**src/rtl/rvv_backend_retire.sv**
```systemverilog
// rvv_backend_retire: retire stage taking up to NUM_RT_UOP in-order uops per cycle from the ROB.
// Ports: rd_*_rob2rt  - retire group from the ROB; rd_ready_rt2rob accepts each lane
//        wr_*_rt2vrf  - registered VRF writes with WAW-merged byte strobes (one-cycle pulse)
//        wr_*_rt2xrf  - registered XRF writes, held per lane until wr_ready_xrf2rt
//        vxsat_set_rt2vcsr / trap_done_rt2rvs - registered event pulses; retire_cnt - retired uop total
module rvv_backend_retire #(
  parameter int NUM_RT_UOP = 4,
  parameter int VLEN       = 128,
  parameter int VLENB      = VLEN / 8,
  parameter int XLEN       = 32
) (
  input  logic                         clk,
  input  logic                         rst,
  input  logic [NUM_RT_UOP-1:0]        rd_valid_rob2rt,
  input  logic [NUM_RT_UOP-1:0]        rd_w_valid_rob2rt,
  input  logic [NUM_RT_UOP-1:0]        rd_w_type_rob2rt,
  input  logic [NUM_RT_UOP*5-1:0]      rd_w_index_rob2rt,
  input  logic [NUM_RT_UOP*VLEN-1:0]   rd_w_data_rob2rt,
  input  logic [NUM_RT_UOP*VLENB-1:0]  rd_byte_en_rob2rt,
  input  logic [NUM_RT_UOP-1:0]        rd_vsaturate_rob2rt,
  input  logic [NUM_RT_UOP-1:0]        rd_trap_flag_rob2rt,
  output logic [NUM_RT_UOP-1:0]        rd_ready_rt2rob,
  output logic [NUM_RT_UOP-1:0]        wr_valid_rt2vrf,
  output logic [NUM_RT_UOP*5-1:0]      wr_index_rt2vrf,
  output logic [NUM_RT_UOP*VLEN-1:0]   wr_data_rt2vrf,
  output logic [NUM_RT_UOP*VLENB-1:0]  wr_strobe_rt2vrf,
  output logic [NUM_RT_UOP-1:0]        wr_valid_rt2xrf,
  output logic [NUM_RT_UOP*5-1:0]      wr_index_rt2xrf,
  output logic [NUM_RT_UOP*XLEN-1:0]   wr_data_rt2xrf,
  input  logic [NUM_RT_UOP-1:0]        wr_ready_xrf2rt,
  output logic                         vxsat_set_rt2vcsr,
  output logic                         trap_done_rt2rvs,
  output logic [31:0]                  retire_cnt
);
  localparam int N = NUM_RT_UOP;
  typedef enum logic {RUN, HOLD} state_t;
  state_t state;
  logic stage_free, older_trap;
  logic [N-1:0] commit, vrf_valid_n, xrf_load, pending_n;
  logic [N-1:0][VLENB-1:0] strobe_n;
  logic [VLENB-1:0] mask;
  logic [31:0] acc_cnt;
  always_comb begin
    // wr_valid_rt2xrf doubles as the pending_x bits; the stage frees when every held lane drains now
    stage_free = (state == RUN) | ~|(wr_valid_rt2xrf & ~wr_ready_xrf2rt);
    older_trap = 1'b0;
    acc_cnt = '0;
    rd_ready_rt2rob = '0;
    for (int i = 0; i < N; i++) begin
      rd_ready_rt2rob[i] = stage_free & rd_valid_rob2rt[i] & ~older_trap;
      older_trap = older_trap | (rd_valid_rob2rt[i] & rd_trap_flag_rob2rt[i]);
      acc_cnt = acc_cnt + 32'(rd_ready_rt2rob[i]);
    end
    commit = rd_ready_rt2rob & rd_w_valid_rob2rt & ~rd_trap_flag_rob2rt;
    xrf_load = commit & rd_w_type_rob2rt;
    pending_n = xrf_load | (wr_valid_rt2xrf & ~wr_ready_xrf2rt);
    mask = '0;
    for (int i = 0; i < N; i++) begin
      // younger committing VRF writers to the same register own the bytes they enable
      mask = '0;
      for (int k = i + 1; k < N; k++)
        mask = mask | ((commit[k] & ~rd_w_type_rob2rt[k] &
                        (rd_w_index_rob2rt[k*5 +: 5] == rd_w_index_rob2rt[i*5 +: 5]))
                       ? rd_byte_en_rob2rt[k*VLENB +: VLENB] : '0);
      strobe_n[i] = rd_byte_en_rob2rt[i*VLENB +: VLENB] & ~mask;
      vrf_valid_n[i] = commit[i] & ~rd_w_type_rob2rt[i] & |strobe_n[i];
    end
  end
  always_ff @(posedge clk or posedge rst) begin
    if (rst) begin
      state <= RUN;
      wr_valid_rt2vrf <= '0;
      wr_index_rt2vrf <= '0;
      wr_data_rt2vrf <= '0;
      wr_strobe_rt2vrf <= '0;
      wr_valid_rt2xrf <= '0;
      wr_index_rt2xrf <= '0;
      wr_data_rt2xrf <= '0;
      vxsat_set_rt2vcsr <= 1'b0;
      trap_done_rt2rvs <= 1'b0;
      retire_cnt <= '0;
    end else begin
      state <= |pending_n ? HOLD : RUN;
      wr_valid_rt2vrf <= vrf_valid_n;
      wr_valid_rt2xrf <= pending_n;
      vxsat_set_rt2vcsr <= |(commit & rd_vsaturate_rob2rt);
      trap_done_rt2rvs <= |(rd_ready_rt2rob & rd_trap_flag_rob2rt);
      retire_cnt <= retire_cnt + acc_cnt;
      for (int i = 0; i < N; i++) begin
        if (commit[i] & ~rd_w_type_rob2rt[i]) begin
          wr_index_rt2vrf[i*5 +: 5] <= rd_w_index_rob2rt[i*5 +: 5];
          wr_data_rt2vrf[i*VLEN +: VLEN] <= rd_w_data_rob2rt[i*VLEN +: VLEN];
          wr_strobe_rt2vrf[i*VLENB +: VLENB] <= strobe_n[i];
        end
        if (xrf_load[i]) begin
          wr_index_rt2xrf[i*5 +: 5] <= rd_w_index_rob2rt[i*5 +: 5];
          wr_data_rt2xrf[i*XLEN +: XLEN] <= rd_w_data_rob2rt[i*VLEN +: XLEN];
        end
      end
    end
  end
endmodule

```
**config.mk**
```make
export PLATFORM = sky130hd
export DESIGN_NAME = rvv_backend_retire
export DESIGN_NICKNAME = d
export VERILOG_FILES = /design/src/rtl/rvv_backend_retire.sv
export SDC_FILE = /design/constraint.sdc
export NUM_CORES = 1
export LEC_CHECK = 0
export ABC_AREA = 1
export BUFFER_PORTS_ARGS = -buffer_cell sky130_fd_sc_hd__buf_4
export CORE_AREA = 2 2 549 551
export CTS_CLUSTER_DIAMETER = 60
export CTS_CLUSTER_SIZE = 14
export DETAILED_ROUTE_END_ITERATION = 10
export DIE_AREA = 0 0 551 553
export PLACE_DENSITY_LB_ADDON = 0.05
export SLEW_MARGIN = 20
export SYNTH_ARGS = -nofsm -noshare
export SYNTH_HDL_FRONTEND = slang
export SYNTH_SLANG_ARGS = --single-unit
```
**constraint.sdc**
```tcl
create_clock -name clk -period 41.4 [get_ports clk]
set_input_delay 4.14 -clock clk [delete_from_list [all_inputs] [get_ports clk]]
set_output_delay 4.14 -clock clk [all_outputs]
set_load 0.01 [all_outputs]
```
==> flow_summary.json <==
{
  "vias": 29306,
  "die_h_microns": 553,
  "cp_top_family": "buffers and inverters",
  "grtUsageTotal": 0.143,
  "grt_overflow_total": 0,
  "fin_nets": 5531,
  "seq_area_frac_synth": 0.640,
  "crit_chain": "buf_4 > inv_1 > nand2_1 > nand2_1 > o21ai_4 > nand2_1 > inv_1 > buf_4",
  "comb_power_share": 0.227,
  "period_needed_ps": 10030,
  "drt_iter0_markers": 1499,
  "portBuffers": 1411,
  "max_cap_viol_count": 0,
  "synth-edff-count": 0,
  "root_buffer": "clkbuf_16",
  "worst-endpoint-arrival_ps": 5890,
  "p_clk_frac": 0.451,
  "skew_ps": 31.9,
  "crit-reg2reg-capture": "retire_cnt[28]",
  "ys_types": 35,
  "cts_buffer_depth": 4,
  "hold_violations": 0,
  "synth_simple_gate_area_frac": 0.244,
  "tightest_slew_ps": 1090,
  "holdBufCountCts": 0,
  "cts_inserted_buffers": 167,
  "die_w_microns": 551,
  "swShare": 0.321,
  "start_util": 0.103,
  "yosys-top-cells-area": "dfrtp_1, nand2_1, o21ai_0, inv_1, clkbuf_1",
  "drcViolationCount": 0,
  "powerDensity_nw_per_um2": 62.2,
  "netlist_instances": 3464,
  "drive_gt1_frac": 0.349,
  "cts_tree": "done",
  "switchingPower_uw": 1040,
  "yosysTopAreaCell": "dfrtp_1",
  "synth_top_family_by_area": "simple AND/OR/NAND/NOR gates",
  "core_sq_um": 299000,
  "fillers": 33815,
  "crit_path_start_kind": "input pin",
  "crit_slowest_cell": "o21ai_4",
  "routed_wl_microns": 224000,
  "num_rows": 201,
  "hold_end": "wr_data_rt2vrf[249]",
  "yosys-top-cells-count": "nand2_1, dfrtp_1, o21ai_0",
  "final_antenna_net_count": 0,
  "cp-end-kind": "output port",
  "dp_hpwl_microns": 174000,
  "synthMuxAreaShare": 0,
  "path_buf_inv": 4,
  "yosysMostFrequentCell": "nand2_1",
  "p_total_uw": 3230,
  "cts.htree.levels": 4,
  "reg2reg_depth": 18,
  "synth_xor_area_frac": 0.0154,
  "final.setup.tns_ps": 0,
  "routed_via_density": 3.25,
  "yosysWarnings": 0,
  "outcome": "finished, final reports clean",
  "die_area_sq_um": 305000,
  "reg2reg_slack_ps": 36740,
  "maxSlewViolCount": 0,
  "max_slew_margin": 0.271,
  "yosysTopAreaCellShare": 0.640,
  "clock_latency_ps": 830,
  "p_seq_frac": 0.321,
  "fmax_mhz": 99.7,
  "clkTransAtPathRegs_ps": 50,
  "setup_viol": 0,
  "async_flop_share": 1.00,
  "routedWlPerCell_microns": 24.8,
  "area_growth_pct": 69.0,
  "synthesis.area_sq_um": 30800,
  "synthFlopType": "dfrtp_1",
  "grt_max_degree": 136,
  "synthAdderAreaFrac": 0.00236,
  "synth.ff_latch_count": 787,
  "gp_congestion": 0.753,
  "intPower_uw": 2200,
  "timing.rr.start": "wr_valid_rt2xrf[1]",
  "min_from": "wr_data_rt2vrf[249]",
  "synth-compound-area-share": 0.0533,
  "slowest_delay_ps": 570,
  "grt_setup_unrepaired": "no",
  "cp_max_fo": 9,
  "post_cts_resized": 0,
  "antenna_found_initial": 117,
  "cp.required_ps": 37260,
  "cpMostUsedCell": "nand2_1",
  "hp-class": "reg -> reg",
  "ir_drop_mv": 0.0277,
  "p_leak_uw": 0.0267,
  "postCtsSetupBuffers": 0,
  "syn_nets": 4090,
  "ios": 1412,
  "syn-mean-instance-area_sq_um": 8.89,
  "finalCritPeriodShare": 0.242,
  "dr.pass1.iters": 6,
  "crit_type": "in -> out",
  "cts.sinks": 787,
  "grt_pass1_vias": 31011,
  "worst_hold_path.num_cells": 2,
  "grt_pass1_wl_microns": 294000
}
layer usage:
layer,share of wire,routed length (microns),track usage,up-vias
li1,-,-,-,13704
met1,0.39,86200,0.158,13866
met2,0.46,103000,0.228,1266
met5,0.0021,463,0,-
met3,0.12,27000,0.0790,398
met4,0.030,6730,0.0520,72
layout make-up:
type / count / area, sq um / share of cell area
multi-input cells: 2323 / 9780 / 0.188
clock inverters: 96 / 1230 / 0.0237
diodes: 25 / 62.6 / 0.00120
repair buffers: 1444 / 10900 / 0.209
well taps: 3958 / 4950 / 0.0952
clock buffers: 208 / 4690 / 0.0901
flip-flops and latches: 787 / 19700 / 0.379
inverters: 182 / 711 / 0.0137
how the worst max path moves through the flow:
| stage | end | cells past startpoint | startpoint | slack (ps) |
|---|---|---|---|---|
| after floorplan | retire_cnt[0] | 1 | rst | 15160 |
| after detailed placement | rd_ready_rt2rob[3] | 7 | rd_trap_flag_rob2rt[0] | 31140 |
| after global placement | rd_ready_rt2rob[3] | 7 | rd_trap_flag_rob2rt[0] | 31140 |
| after CTS | rd_ready_rt2rob[3] | 7 | rd_trap_flag_rob2rt[0] | 31130 |
| after global routing | rd_ready_rt2rob[3] | 7 | rd_trap_flag_rob2rt[0] | 31200 |
| final | rd_ready_rt2rob[1] | 8 | wr_ready_xrf2rt[2] | 31370 |
logic make-up (layout without fill, tap and decap cells):
group	Yosys count	in the layout
xor+xnor	54	54
flops	787	787
other cells	0	25
buf+inv	354	1930
compound gates	321	321
fa+ha+maj	4	4
simple gates	1944	1944
power groups by stage:
stage                     Sequential, uW  Clock (uW)  Combinational, uW
after floorplan                     1120           0                154
after global placement              1050           0                767
after detailed placement            1050           0                765
after CTS                           1040        1530                766
after global routing                1060        1550                813
final                               1040        1460                735
through the flow:
step                 util  cell area (sq um)  hold slack [ps]  instances  worst slack, ps
global route        0.174              52000              491       9017            31200
global placement    0.154              46000              456       8694            31140
floorplan               -              30800              504       3464            15160
CTS                 0.174              52000              472       8998            31130
detailed placement  0.154              46000              459       8694            31140
finish              0.174              52000              469       9023            31370
cells in the final DEF (no fill, tap or decap), types with 4 or more instances in the layout:
cell type	instances
clkinvlp_4	18
clkinv_2	29
dfrtp_1	787
inv_6	8
nand3_1	73
bufinv_16	22
nor3_1	8
a21boi_0	4
nor4_1	4
diode_2	25
nand4_1	14
nand2_1	1787
clkinv_4	15
clkbuf_16	171
inv_1	175
xnor2_1	24
clkbuf_8	27
clkbuf_1	10
buf_4	1440
xor2_1	30
a21oi_1	4
nor2_1	39
buf_12	4
o21ai_0	307
sequential cells by signal, indices dropped and copies added (netlist names), 4 cells and up:
signal / cells
wr_index_rt2vrf: 20
wr_valid_rt2xrf: 4
retire_cnt: 32
wr_strobe_rt2vrf: 64
wr_data_rt2vrf: 512
wr_valid_rt2vrf: 4
wr_index_rt2xrf: 20
wr_data_rt2xrf: 128
worst reg2reg max path, delay by kind of cell, from the launching register on:
family | cells | cell delay (ps)
buffers and inverters | 2 | 290
adders and majority gates | 3 | 1130
AOI/OAI and AO/OA | 1 | 590
DFF | 1 | 370
xor gates and xnor gates | 1 | 130
and+or+nand+nor | 11 | 2040
(Power assumes the default switching activity.)
